--- src/rtl/pps_pkg.sv ---
// Shared definitions for the 1PPS transmit/receive pair: state encoding,
// default timing constants, counter sizing and adjustment saturation.
package pps_pkg;

    localparam int unsigned PPS_DEFAULT_FREQUENCY   = 125_000_000;
    localparam int unsigned PPS_DEFAULT_PULSE_WIDTH = 12_500_000;

    typedef enum logic {
        PPS_IDLE = 1'b0,
        PPS_RUN  = 1'b1
    } pps_state_e;

    // Wide enough for a nominal period stretched by up to half a second.
    function automatic int pps_cnt_width(input int unsigned freq);
        return $clog2(freq + freq / 2);
    endfunction

    function automatic logic signed [31:0] pps_sat_offset(
        input logic signed [31:0] off,
        input int unsigned        lim
    );
        logic signed [31:0] lim_s;
        lim_s = $signed(lim);
        if (off > lim_s) begin
            return lim_s;
        end else if (off < -lim_s) begin
            return -lim_s;
        end
        return off;
    endfunction

endpackage

--- src/rtl/pps_period_counter.sv ---
// Cycle counter for one PPS second: flags the last cycle of the period and
// applies a one-period length adjustment latched at the wrap.
module pps_period_counter
    import pps_pkg::*;
#(
    parameter int unsigned C_CLOCK_FREQUENCY = PPS_DEFAULT_FREQUENCY,
    parameter int          CNT_W             = pps_cnt_width(C_CLOCK_FREQUENCY)
) (
    input  logic             clk,
    input  logic             rst,
    input  logic             count_i,
    input  logic             take_adj_i,
    input  logic [CNT_W-1:0] adj_off_i,
    output logic [CNT_W-1:0] cnt_next_o,
    output logic             wrap_o
);

    localparam logic [CNT_W-1:0] NOMINAL_END = CNT_W'(C_CLOCK_FREQUENCY - 1);

    logic [CNT_W-1:0] cnt_q;
    logic [CNT_W-1:0] cnt_d;
    logic [CNT_W-1:0] adj_q;
    logic [CNT_W-1:0] period_end;

    // NOTE: every output of this block gets a default before any branch, so no latch is inferred.
    always_comb begin
        // Offset is two's complement; the modulo-2^CNT_W sum is the true end value.
        period_end = NOMINAL_END + adj_q;
        wrap_o     = count_i && (cnt_q == period_end);
        cnt_d      = cnt_q + CNT_W'(1);
        if (!count_i || wrap_o) begin
            cnt_d = '0;
        end
    end

    assign cnt_next_o = cnt_d;

    // NOTE: state registers use non-blocking assignment so every flop samples pre-edge values.
    always_ff @(posedge clk) begin
        if (rst) begin
            cnt_q <= '0;
            adj_q <= '0;
        end else begin
            cnt_q <= cnt_d;
            if (!count_i) begin
                adj_q <= '0;
            end else if (wrap_o) begin
                adj_q <= take_adj_i ? adj_off_i : '0;
            end
        end
    end

endmodule

--- src/rtl/pps_transmitter.sv ---
// Local 1PPS generator with one-shot signed phase slewing via valid/ready.
// Optional seconds counter port enabled by PPS_TRANSMITTER_SECONDS_EN.
module pps_transmitter
    import pps_pkg::*;
#(
    parameter int unsigned C_CLOCK_FREQUENCY = PPS_DEFAULT_FREQUENCY,
    parameter int unsigned C_PULSE_WIDTH     = PPS_DEFAULT_PULSE_WIDTH,
    parameter int          C_ADJ_WIDTH       = 28
) (
    input  logic                          clk,
    input  logic                          rst,
    input  logic                          enable,
    input  logic                          adj_valid,
    output logic                          adj_ready,
    input  logic signed [C_ADJ_WIDTH-1:0] adj_offset,
    output logic                          pps_out,
    output logic                          pps_tick,
    output logic                          running
`ifdef PPS_TRANSMITTER_SECONDS_EN
    ,
    output logic [31:0]                   seconds
`endif
);

    localparam int               CNT_W     = pps_cnt_width(C_CLOCK_FREQUENCY);
    localparam int unsigned      ADJ_LIMIT = C_CLOCK_FREQUENCY / 2 - C_PULSE_WIDTH;
    localparam logic [CNT_W-1:0] PULSE_END = CNT_W'(C_PULSE_WIDTH);

    pps_state_e       state_q;
    logic             running_q;
    logic             pps_out_q;
    logic             pps_tick_q;
    logic             pending_q;
    logic [CNT_W-1:0] off_q;

    logic             count;
    logic             accept;
    logic             wrap;
    logic [CNT_W-1:0] cnt_next;

    assign count     = (state_q == PPS_RUN) && enable;
    assign adj_ready = running_q && !pending_q;
    assign accept    = adj_valid && adj_ready;

    pps_period_counter #(
        .C_CLOCK_FREQUENCY (C_CLOCK_FREQUENCY),
        .CNT_W             (CNT_W)
    ) u_period_counter (
        .clk        (clk),
        .rst        (rst),
        .count_i    (count),
        .take_adj_i (pending_q),
        .adj_off_i  (off_q),
        .cnt_next_o (cnt_next),
        .wrap_o     (wrap)
    );

    always_ff @(posedge clk) begin
        if (rst) begin
            state_q    <= PPS_IDLE;
            running_q  <= 1'b0;
            pps_out_q  <= 1'b0;
            pps_tick_q <= 1'b0;
            pending_q  <= 1'b0;
            off_q      <= '0;
        end else begin
            case (state_q)
                PPS_IDLE: begin
                    pending_q <= 1'b0;
                    if (enable) begin
                        state_q    <= PPS_RUN;
                        running_q  <= 1'b1;
                        pps_out_q  <= 1'b1;
                        pps_tick_q <= 1'b1;
                    end else begin
                        running_q  <= 1'b0;
                        pps_out_q  <= 1'b0;
                        pps_tick_q <= 1'b0;
                    end
                end
                PPS_RUN: begin
                    if (!enable) begin
                        // A pulse in progress is cut short; any pending slew is discarded.
                        state_q    <= PPS_IDLE;
                        running_q  <= 1'b0;
                        pps_out_q  <= 1'b0;
                        pps_tick_q <= 1'b0;
                        pending_q  <= 1'b0;
                    end else begin
                        pps_out_q  <= (cnt_next < PULSE_END);
                        pps_tick_q <= wrap;
                        if (accept) begin
                            pending_q <= 1'b1;
                            off_q     <= CNT_W'(pps_sat_offset(32'(adj_offset), ADJ_LIMIT));
                        end else if (wrap) begin
                            pending_q <= 1'b0;
                        end
                    end
                end
                default: begin
                    state_q <= PPS_IDLE;
                end
            endcase
        end
    end

    assign pps_out  = pps_out_q;
    assign pps_tick = pps_tick_q;
    assign running  = running_q;

`ifdef PPS_TRANSMITTER_SECONDS_EN
    logic [31:0] seconds_q;

    // Counts every rising edge of pps_out, including the first after enable.
    always_ff @(posedge clk) begin
        if (rst) begin
            seconds_q <= '0;
        end else if (((state_q == PPS_IDLE) && enable) || wrap) begin
            seconds_q <= seconds_q + 32'd1;
        end
    end

    assign seconds = seconds_q;
`endif

endmodule
--- config.mk ---
export PLATFORM = sky130hd
export DESIGN_NAME = pps_transmitter
export DESIGN_NICKNAME = d
export VERILOG_FILES = /design/src/rtl/pps_pkg.sv /design/src/rtl/pps_period_counter.sv /design/src/rtl/pps_transmitter.sv
export SDC_FILE = /design/constraint.sdc
export NUM_CORES = 1
export LEC_CHECK = 0
export ABC_CLOCK_PERIOD_IN_PS = 5400
export CELL_PAD_IN_SITES_DETAIL_PLACEMENT = 1
export CELL_PAD_IN_SITES_GLOBAL_PLACEMENT = 1
export CORE_MARGIN = 3
export CORE_UTILIZATION = 45
export CTS_BUF_LIST = sky130_fd_sc_hd__clkbuf_16
export CTS_CLUSTER_DIAMETER = 120
export DETAILED_ROUTE_END_ITERATION = 10
export PLACE_DENSITY_LB_ADDON = 0.05
export SLEW_MARGIN = 15
export SYNTH_ARGS = -nofsm -noshare
export SYNTH_HDL_FRONTEND = slang
export SYNTH_HIERARCHICAL = 1
export SYNTH_SLANG_ARGS = --single-unit
--- constraint.sdc ---
create_clock -name clk -period 5.4 [get_ports clk]
set_clock_uncertainty 0.2 [all_clocks]
set_input_delay 1.08 -clock clk [delete_from_list [all_inputs] [get_ports clk]]
set_output_delay 1.08 -clock clk [all_outputs]
set_load 0.01 [all_outputs]
==> run metrics <==
global-route wire length before repair between 20000 and 30000 um; Wirelength per Cell 19.8 um; vias per cell 6.18; CTS buffer count 9; Detailed Route WL ~17000 um; Site Rows 40; CTS Buffer Depth 2; worst vdd ir around 0.00013 V; initial antenna violation count 0; total iterations of the first detailed-routing run 4; Die ar. approximately 0.014 mm^2; yosys synthesis warning count 6; Max-cap violations 0; total global-route track usage about a quarter; # clock sinks between 80 and 90; slew of the pin with the lowest slew margin around 950 ps; CTS tree done; Final Max Tran Viols 0; Syn-to-layout area delta 10.7%; CP endpoint kind flop; commonest non-fill, non-tap cell in the layout dfxtp_1; Leak between 0.0015 and 0.002 uW; antenna violation net count after detailed routing 0; clock latency on the worst-skew pair approximately 350 ps; Post-DP HPWL ~13000 um; Final Hold Vio Count 0; Initial DRC Count roughly 250; initial core utilization about 47%; Placed Area about 0.0060 mm^2; Startpoint Class flop; Synth Cell Area between 0.005 and 0.006 mm^2; relative slew slack 36.5%; most frequent cells in the layout dfxtp_1 (89), nor2_1 (79), nand2_1 (67); Worst-path clk slew around 70 ps; H-tree depth 3; Slowest cell on crit path nor4_2; most frequent CP cell buf_4; layout cell share with drive strength beyond 1 between 6 and 7%; Critical Path Max Stage Delay just under 900 ps; Post-CTS Hold Fix Bufs 0; GR Overflow Total 0; largest net degree at the start of global routing 58; critical path, cell by cell nor4_2 > nand2_1 > a21o_1 > mux4_2 > a211o_1 > buf_4 > o31ai_4 > buf_4 > nor2_1 > nor3_1 > a21oi_1 > o21ai_0 > nand2b_1 > a221oi_1; CTS resizes 0; status completed; worst path arrival time approximately 4500 ps; WP data required 5450 ps; worst-path fanout max 57; Design Area, Final 0.00627 mm^2; Nets ~740; HP Class flop to flop; Cells after Synth slightly above 700; Synth Area per Inst about 8 um^2; PD cells 222 mW/mm^2; maximum clock frequency roughly 230 MHz; root buffer cell clkbuf_16; final setup fails 0; reg2reg path depth 14; kind of critical path flop to flop; fin cells just under 900; die height about 120 um; Antenna diodes 0; Worst Hold Depth 2; setup slack after layout 997 ps; Final min period around 4400 ps; port bufs 35; RSZ-0062 raised after global routing false; syn_nets 752; filler cell count 1505; Top Ports 36; Final Cycle Share 81.5%; placed cells 866; vias in the first global route about 5.5k; overall power ~1400 uW; DR vias between 5k and 6k; Post-Route Setup TNS 0 ps; Die W between 100 and 150 um; pre-CTS setup slack between 1000 and 1500 ps; core area 0.0122 mm^2; setup bufs post-CTS 0; GPL Wtd Cong about 1; DRC viols 0
==> worst max-delay path: cells and delay by family (launching register included) <==
family	cells	cell delay [ps]
simple gates	5	1420
compound gates	6	1260
buf+inv	2	580
mux	1	440
flops	1	410
==> stage by stage <==
step           hold WS, ps  util, %
6_report               277     51.5
4_1_cts                279     51.5
3_5_place_dp           269     49.0
3_3_place_gp           262     49.0
5_1_grt                306     51.5
2_1_floorplan          246        -
==> cell type report <==
cell class | count | area (um^2) | area share (%)
Inverter | 13 | 48.8 | 0.779
Clock inverter | 7 | 77.6 | 1.24
Timing Repair Buffer | 41 | 395 | 6.31
Sequential cell | 89 | 1780 | 28.4
Clock buffer | 9 | 225 | 3.59
Multi-Input combinational cell | 555 | 3530 | 56.3
Tap cell | 168 | 210 | 3.35
==> power breakdown <==
group | total (uW) | leakage [uW] | internal [uW] | switching [uW]
combinational | 75.7 | 0.00108 | 34.0 | 41.7
sequential | 662 | 0.000718 | 659 | 3.11
clock | 655 | 0.000152 | 364 | 291
==> sequential cells by signal (all words and copies together), names as in the netlist <==
name / count
pending_q: 1
running: 1
pps_out: 1
u_period_counter/adj_q: 28
u_period_counter/cnt_q: 28
off_q: 28
pps_tick: 1
state_q: 1
==> worst paths after layout <==
| kind | startpoint | end | slack (ps) |
|---|---|---|---|
| worst max-delay path | u_period_counter/adj_q[2] | pps_out | 1000 |
| worst min-delay path | off_q[9] | off_q[9] | 280 |
| worst max register to register | u_period_counter/adj_q[2] | pps_out | 1000 |
| worst min register to register | off_q[9] | off_q[9] | 280 |
==> routing by layer <==
layer / up-vias / part of all wire (%) / track usage [%]
met5: - / 0 / 0
met4: 0 / 4.0 / 12.5
met3: 40 / 5.2 / 5.17
met2: 153 / 47 / 41.3
met1: 2618 / 44 / 30.5
li1: 2642 / - / -
(Power assumes the default switching activity.)
